`config.mk`:
```
export PLATFORM = sky130hd
export DESIGN_NAME = scan_line_encoder
export DESIGN_NICKNAME = d
export VERILOG_FILES = /design/src/rtl/scan_line_encoder.sv
export SDC_FILE = /design/constraint.sdc
export NUM_CORES = 1
export LEC_CHECK = 0
export ABC_AREA = 1
export BUFFER_PORTS_ARGS = -buffer_cell sky130_fd_sc_hd__clkbuf_2
export CAP_MARGIN = 10
export CORE_ASPECT_RATIO = 0.6
export CORE_UTILIZATION = 47
export CTS_CLUSTER_SIZE = 14
export DETAILED_ROUTE_END_ITERATION = 8
export GPL_TIMING_DRIVEN = 0
export PLACE_DENSITY = 0.68
export SYNTH_ARGS = -nofsm -noshare
export SYNTH_HDL_FRONTEND = slang
export SYNTH_SLANG_ARGS = --single-unit
```
`constraint.sdc`:
```
create_clock -name clk -period 1.54 [get_ports clk]
set_input_delay 0.077 -clock clk [delete_from_list [all_inputs] [get_ports clk]]
set_output_delay 0.077 -clock clk [all_outputs]
set_load 0.01 [all_outputs]
```
`src/rtl/scan_line_encoder.sv`:
```
// Sequential line encoder: turns a multi-hot 7-line vector into one {x,y,z}
// code per active line, handed out over a valid/ready stream.
`timescale 1ns/1ps
module scan_line_encoder #(
    parameter bit LSB_FIRST = 1'b1
) (
    input  logic       clk,
    input  logic       rst_n,
    input  logic [6:0] d_in,
    input  logic       in_valid,
    output logic       in_ready,
    output logic [2:0] code,
    output logic       out_valid,
    input  logic       out_ready,
    output logic       out_last,
    output logic [7:0] frame_cnt
);

    typedef enum logic [1:0] {
        IDLE  = 2'd0,
        EMIT  = 2'd1,
        EMPTY = 2'd2
    } state_t;

    state_t     state;
    logic [6:0] pending;
    logic [6:0] remain;

    // Index (1..7) of the next line to emit, honouring the scan direction
    function automatic logic [2:0] pick(input logic [6:0] p);
        logic [2:0] idx;
        idx = 3'd0;
        for (int i = 0; i < 7; i++) begin
            if (LSB_FIRST) begin
                if (p[6-i]) idx = 3'(7 - i);
            end else begin
                if (p[i]) idx = 3'(i + 1);
            end
        end
        return idx;
    endfunction

    function automatic logic single(input logic [6:0] p);
        return (p != 7'd0) && ((p & (p - 7'd1)) == 7'd0);
    endfunction

    assign remain = pending & ~(7'd1 << (code - 3'd1));

    always_ff @(posedge clk or negedge rst_n) begin
        if (!rst_n) begin
            state     <= IDLE;
            pending   <= 7'd0;
            code      <= 3'd0;
            out_valid <= 1'b0;
            out_last  <= 1'b0;
            in_ready  <= 1'b1;
            frame_cnt <= 8'd0;
        end else begin
            unique case (state)
                IDLE: begin
                    if (in_valid) begin
                        pending   <= d_in;
                        in_ready  <= 1'b0;
                        out_valid <= 1'b1;
                        if (d_in == 7'd0) begin
                            state    <= EMPTY;
                            code     <= 3'd0;
                            out_last <= 1'b1;
                        end else begin
                            state    <= EMIT;
                            code     <= pick(d_in);
                            out_last <= single(d_in);
                        end
                    end
                end
                EMIT: begin
                    if (out_ready) begin
                        pending <= remain;
                        if (out_last) begin
                            state     <= IDLE;
                            frame_cnt <= frame_cnt + 8'd1;
                            code      <= 3'd0;
                            out_last  <= 1'b0;
                            out_valid <= 1'b0;
                            in_ready  <= 1'b1;
                        end else begin
                            code     <= pick(remain);
                            out_last <= single(remain);
                        end
                    end
                end
                EMPTY: begin
                    if (out_ready) begin
                        state     <= IDLE;
                        frame_cnt <= frame_cnt + 8'd1;
                        out_last  <= 1'b0;
                        out_valid <= 1'b0;
                        in_ready  <= 1'b1;
                    end
                end
                default: begin
                    state     <= IDLE;
                    pending   <= 7'd0;
                    code      <= 3'd0;
                    out_last  <= 1'b0;
                    out_valid <= 1'b0;
                    in_ready  <= 1'b1;
                end
            endcase
        end
    end

endmodule

```
Yosys cells after proc, flatten, opt, wreduce, memory -nomap -nowiden --
Index checks and enable logic that the tools add are counted.
Storage, ports and cells: register bits after elaboration 23, input bits 11, output and inout bits 14, logic and storage cells 83
Cells by class: add/sub/neg operators 4, equal/unequal tests 6, shift-type cells 1, mux-type cells 47, bitwise operators 5, reductions and logical operators 13
Operators by type and width (count):
- $mux 3 | 18
- $mux 8 | 3
- $and 7x7->7 | 3
- $logic_not 7->1 | 3
- $pmux 7 s3 | 1
- $pmux 8 s2 | 1
- $mux 7 | 2
- $reduce_bool 7->1 | 2
- $sub 7x1->7 const B | 2
- $mux 1 | 12
- $mux 2 | 5
- $pmux 1 s3 | 3
- $pmux 3 s3 | 1
- $add 8x1->8 const B | 1
- $ne 2x2->1 const B | 4
- $reduce_and 4->1 | 2
- $not 7->7 | 1
- $shl 1x3->7 const A | 1
- $pmux 2 s3 | 1
- $reduce_and 3->1 | 2
- $sub 3x1->3 const B | 1
- $eq 2x1->1 const B | 1
- $eq 2x2->1 const B | 1
- $logic_and 1x1->1 | 2
- other kinds (3) | 3

Logic depth before layout (Yosys ltp) --
word-level depth 14, gate-level depth with buffers 13, gate-level depth less buffers 13

Least setup slack after synthesis --
Ideal clock, no wire load.
kind register to register, start point register code[0], end point register out_last, library setup time 116 ps, data arrival time 1281 ps, data required time 1424 ps, path slack 142 ps, cell stages (with the launch flop) 13, buffers on the path 0, period minus slack after synthesis 1398 ps, cell sequence dfrtp_1 > inv_1 > nand3_1 > nand2_1 > nand2_1 > nor2_1 > nand2_1 > nand2_1 > inv_1 > nand3_1 > nand2_1 > nand2_1 > nand2_1
Between the ends: word-level cells in the longest chain between the ends 11, elaborated cells on any way between the ends 12, those cells by class 2 x add/sub; 1 x shift; 3 x mux; 3 x bitwise; 3 x reduce/logical
RTL lines:
- from (decl) | RTL line 12 | output logic [2:0] code,
- from (signal assigned) | RTL line 71 | code <= pick(d_in);
- from (signal assigned) | RTL line 87 | code <= pick(remain);
- $sub 3x1->3 * | RTL line 47 | assign remain = pending & ~(7'd1 << (code - 3'd1));
- $shl 1x3->7 * | RTL line 47
- $not 7->7 * | RTL line 47
- $and 7x7->7 * | RTL line 47
- $sub 7x1->7 | RTL line 44 | return (p != 7'd0) && ((p & (p - 7'd1)) == 7'd0);
- $and 7x7->7 | RTL line 44
- $logic_not 7->1 | RTL line 44
- $logic_and 1x1->1 * | RTL line 44
- $mux 1 * | RTL line 79 | if (out_last) begin
- $mux 1 * | RTL line 77 | if (out_ready) begin
- $pmux 1 s3 * | RTL line 59 | unique case (state)
- to (signal assigned) | RTL line 72 | out_last <= single(d_in);
- to (signal assigned) | RTL line 88 | out_last <= single(remain);
- to (decl) | RTL line 15 | output logic out_last,
Every way passes the cells marked *; elsewhere a longest branch is shown, timed or not. The select of a mux whose other input is x is not followed. A chain may end at the register's enable or synchronous reset.

Worst setup path after layout --
start point register code[2], end point register out_last
The elaborated chain is that of the path after synthesis.

==> results.toml <==
[logic_synthesis]
synth_area_um2 = 1415
ys.flop_type = "dfrtp_1"
synth_cells = 194
synth-seq-area-share_pct = 40.76
netlist.area_leader.share_pct = 38.90
yosys_warnings = 0
syn_nets = 206
synth_common_cells = "58 x nand2_1, 22 x dfrtp_1, 21 x inv_1"
synth-seq-cells = 23
synth_area_leaders = "dfrtp_1 39%, nand2_1 15%, inv_1 5.6%"
async_reset_ff_share_pct = 100.0
synth-edff-count = 0
yosysMostFrequentCell = "nand2_1"
syn_area_per_cell_um2 = 7.294
synth_cell_types = 30
synth_top_area_cell = "dfrtp_1"

[sta]
skew_ps = 5.759
hold_viol_final = 0
clock.fmax_mhz = 655.3
setup_viol = 0
finalMaxSlewViolations = 0
finalCritPeriodShare_pct = 99.09
worst_slack_ps = 13.95
tightest_slew_ps = 562.8
rsz0062_at_grt = "yes"
min_period_ps = 1526
max_slew_margin_pct = 62.48

[placement]
gp_congestion = 0.9347
dp_worst_setup_slack_ps = -98.58
port_buffers = 24
hpwl_um = 2596

[grt]
grt_max_degree = 24
grt_pass1_vias = 1265
grt_pass1_wl_um = 5499
grt_overflow = 0
grtUsageTotal_pct = 23.01
antenna_found_initial = 0

[layout]
areaGrowthSynthToFinish_pct = 38.99
nFillCells = 215
multi_input_area_um2 = 920.9
drive_above_1_share_pct = 41.35
fin_nets = 250
seqCellArea_um2 = 581.8
final_util_pct = 73.39
diodes = 0

[clocking]
cts_tree = "yes"
clk_latency_ps = 270
cts_root_buf = "clkbuf_8"
cts_buffers = 3
cts.sinks = 23
cts.reportedPaths.clkPinSlew_ps = 90
clk_path_buf_depth = 2
cts_max_level = 1

[power]
p_per_area_nw_per_um2 = 2131
p_leak_nw = 0.9643
p_total_mw = 4.191
max-vdd-ir-drop_mv = 1.078

[die]
dieArea_um2 = 3242
initial_core_util_pct = 52.80
die_w_um = 72.84
top_level_ports = 25
rows = 14
die_h_um = 44.51
core_um2 = 2680

[routing]
wirelength_um = 3795
vias_per_cell = 5.206
drc = 0
drt_iter0_drc = 124
vias = 1442
ant_nets = 0
wl_per_cell_um = 13.70
dr.pass1.iters = 5

[worst_setup_path]
endpoint_kind = "flop"
path_cells = "inv_4 -> nand3_4 -> nand2_4 -> nand2_4 -> nand2_2 -> o21ai_2 -> nor2_1 -> nand3_2 -> nand2_2 -> nand2_1 -> nand2_1"
cp.arrival_ps = 1740
startpoint_type = "flop"
crit_fanout = 6
cpPeakStageDelay_ps = 490
cp.required_ps = 1750
worst_path_max_delay_cell = "dfrtp_2"
crit_type = "flop to flop"

[outcome]
outcome = "completed"

[hold_path]
holdCritPathClass = "input pin to flop"

[run]
maxCapViolations = 0
## layout by cell type (no fill, tap or decap), types with 3 or more instances in the layout
cell type  netlist  routed
a21oi_1         12      12
buf_4            0      11
buf_6            0       3
clkbuf_2         0      24
clkbuf_8         0       3
dfrtp_1         22      18
dfrtp_2          0       4
inv_1           21      14
inv_2            2       4
inv_4            1       6
nand2_1         58      46
nand2_2          1       4
nand2_4          2      11
nand3_1         12       4
nand3_2          2       5
nand3_4          1       6
nor2_1          19      14
nor2_2           4       6
nor2_4           1       4
o21ai_0         12      10
o22ai_1          4       4
xor2_1           6       6
## registers in the layout, summed over array words and instances, names as in the netlist
| signal | cells |
|---|---|
| state | 2 |
| frame_cnt | 8 |
| out_valid | 1 |
| pending | 7 |
| in_ready | 1 |
| out_last | 1 |
| code | 3 |
## where the power goes
group | internal (mW) | total (mW) | switching, mW | leakage, nW
Sequential | 0.889 | 1.22 | 0.334 | 0.272
Clock | 0.183 | 0.382 | 0.199 | 0.0217
Combinational | 1.02 | 2.59 | 1.56 | 0.670
Total | 2.10 | 4.19 | 2.10 | 0.964
## worst max-delay path, delay by kind of cell (launching register included)
kind / cells / cell delay (ps)
AOI/OAI and AO/OA: 1 / 60
and+or+nand+nor: 9 / 800
DFF: 1 / 490
buffers and inverters: 1 / 130
## worst paths after layout
| kind | from | end | slack (ps) | cells after the start |
|---|---|---|---|---|
| setup reg to reg | code[2]$_DFFE_PN0P_ | out_last$_DFFE_PN0P_ | 10 | 11 |
| setup / recovery | code[2]$_DFFE_PN0P_ | out_last$_DFFE_PN0P_ | 10 | 11 |
| min in group asynchronous | rst_n | pending[4]$_DFFE_PN0P_ | 330 | 2 |
| hold reg to reg | frame_cnt[7]$_DFFE_PN0P_ | frame_cnt[7]$_DFFE_PN0P_ | 480 | 1 |
| max in group asynchronous | rst_n | code[2]$_DFFE_PN0P_ | 800 | 2 |
| hold / removal | out_ready | state[1]$_DFFE_PN0P_ | 100 | 2 |
## stage by stage
step	instances	instance area, um^2	hold slack, ps	setup TNS (ps)
after floorplan	194	1415	-218.6	0
after global placement	258	1585	86.86	-77.99
after detailed placement	258	1585	97.00	-98.58
after CTS	266	1677	79.84	0
after global routing	277	1967	83.88	-254.6
final	277	1967	97.99	0
## final cells by class
| cell class | instances | share of cell area (%) |
|---|---|---|
| Buffer | 1 | 0.2545 |
| Inverter | 25 | 5.789 |
| Clock buffer | 3 | 2.099 |
| Multi-Input combinational cell | 145 | 46.82 |
| Timing Repair Buffer | 39 | 12.53 |
| Sequential cell | 23 | 29.58 |
| Tap cell | 40 | 2.545 |
| Clock inverter | 1 | 0.3817 |
## metal layers
metal  track usage (%)  vias up  share of wire (%)
met2             36.64       62                 45
met1             30.55      651                 45
met5                 0        -                  0
met3             7.745       12                7.7
met4             5.882        0                2.1
li1                  -      717                  -
## logic make-up (layout without fill, tap and decap cells)
| logic type | Yosys count | after routing | share of synthesized area (%) |
|---|---|---|---|
| buf+inv | 26 | 69 | 7.162 |
| mux | 1 | 1 | 0.7957 |
| flops | 23 | 23 | 40.76 |
| xor+xnor | 7 | 7 | 4.333 |
| fa+ha+maj | 1 | 1 | 0.8840 |
| simple gates | 104 | 104 | 33.78 |
| compound gates | 32 | 32 | 12.29 |
## what timing repair did
| action | 4_1_cts | 5_1_grt |
|---|---|---|
| setup endpoints to repair | 1 | 14 |
| gates resized for setup | 6 | 61 |
| pin swaps | 0 | 21 |
| hold endpoints to repair | 22 | 0 |
| hold buffers | 1 | 0 |
| setup buffers | 3 | 11 |
No activity file was read; power rests on OpenSTA's default activity.
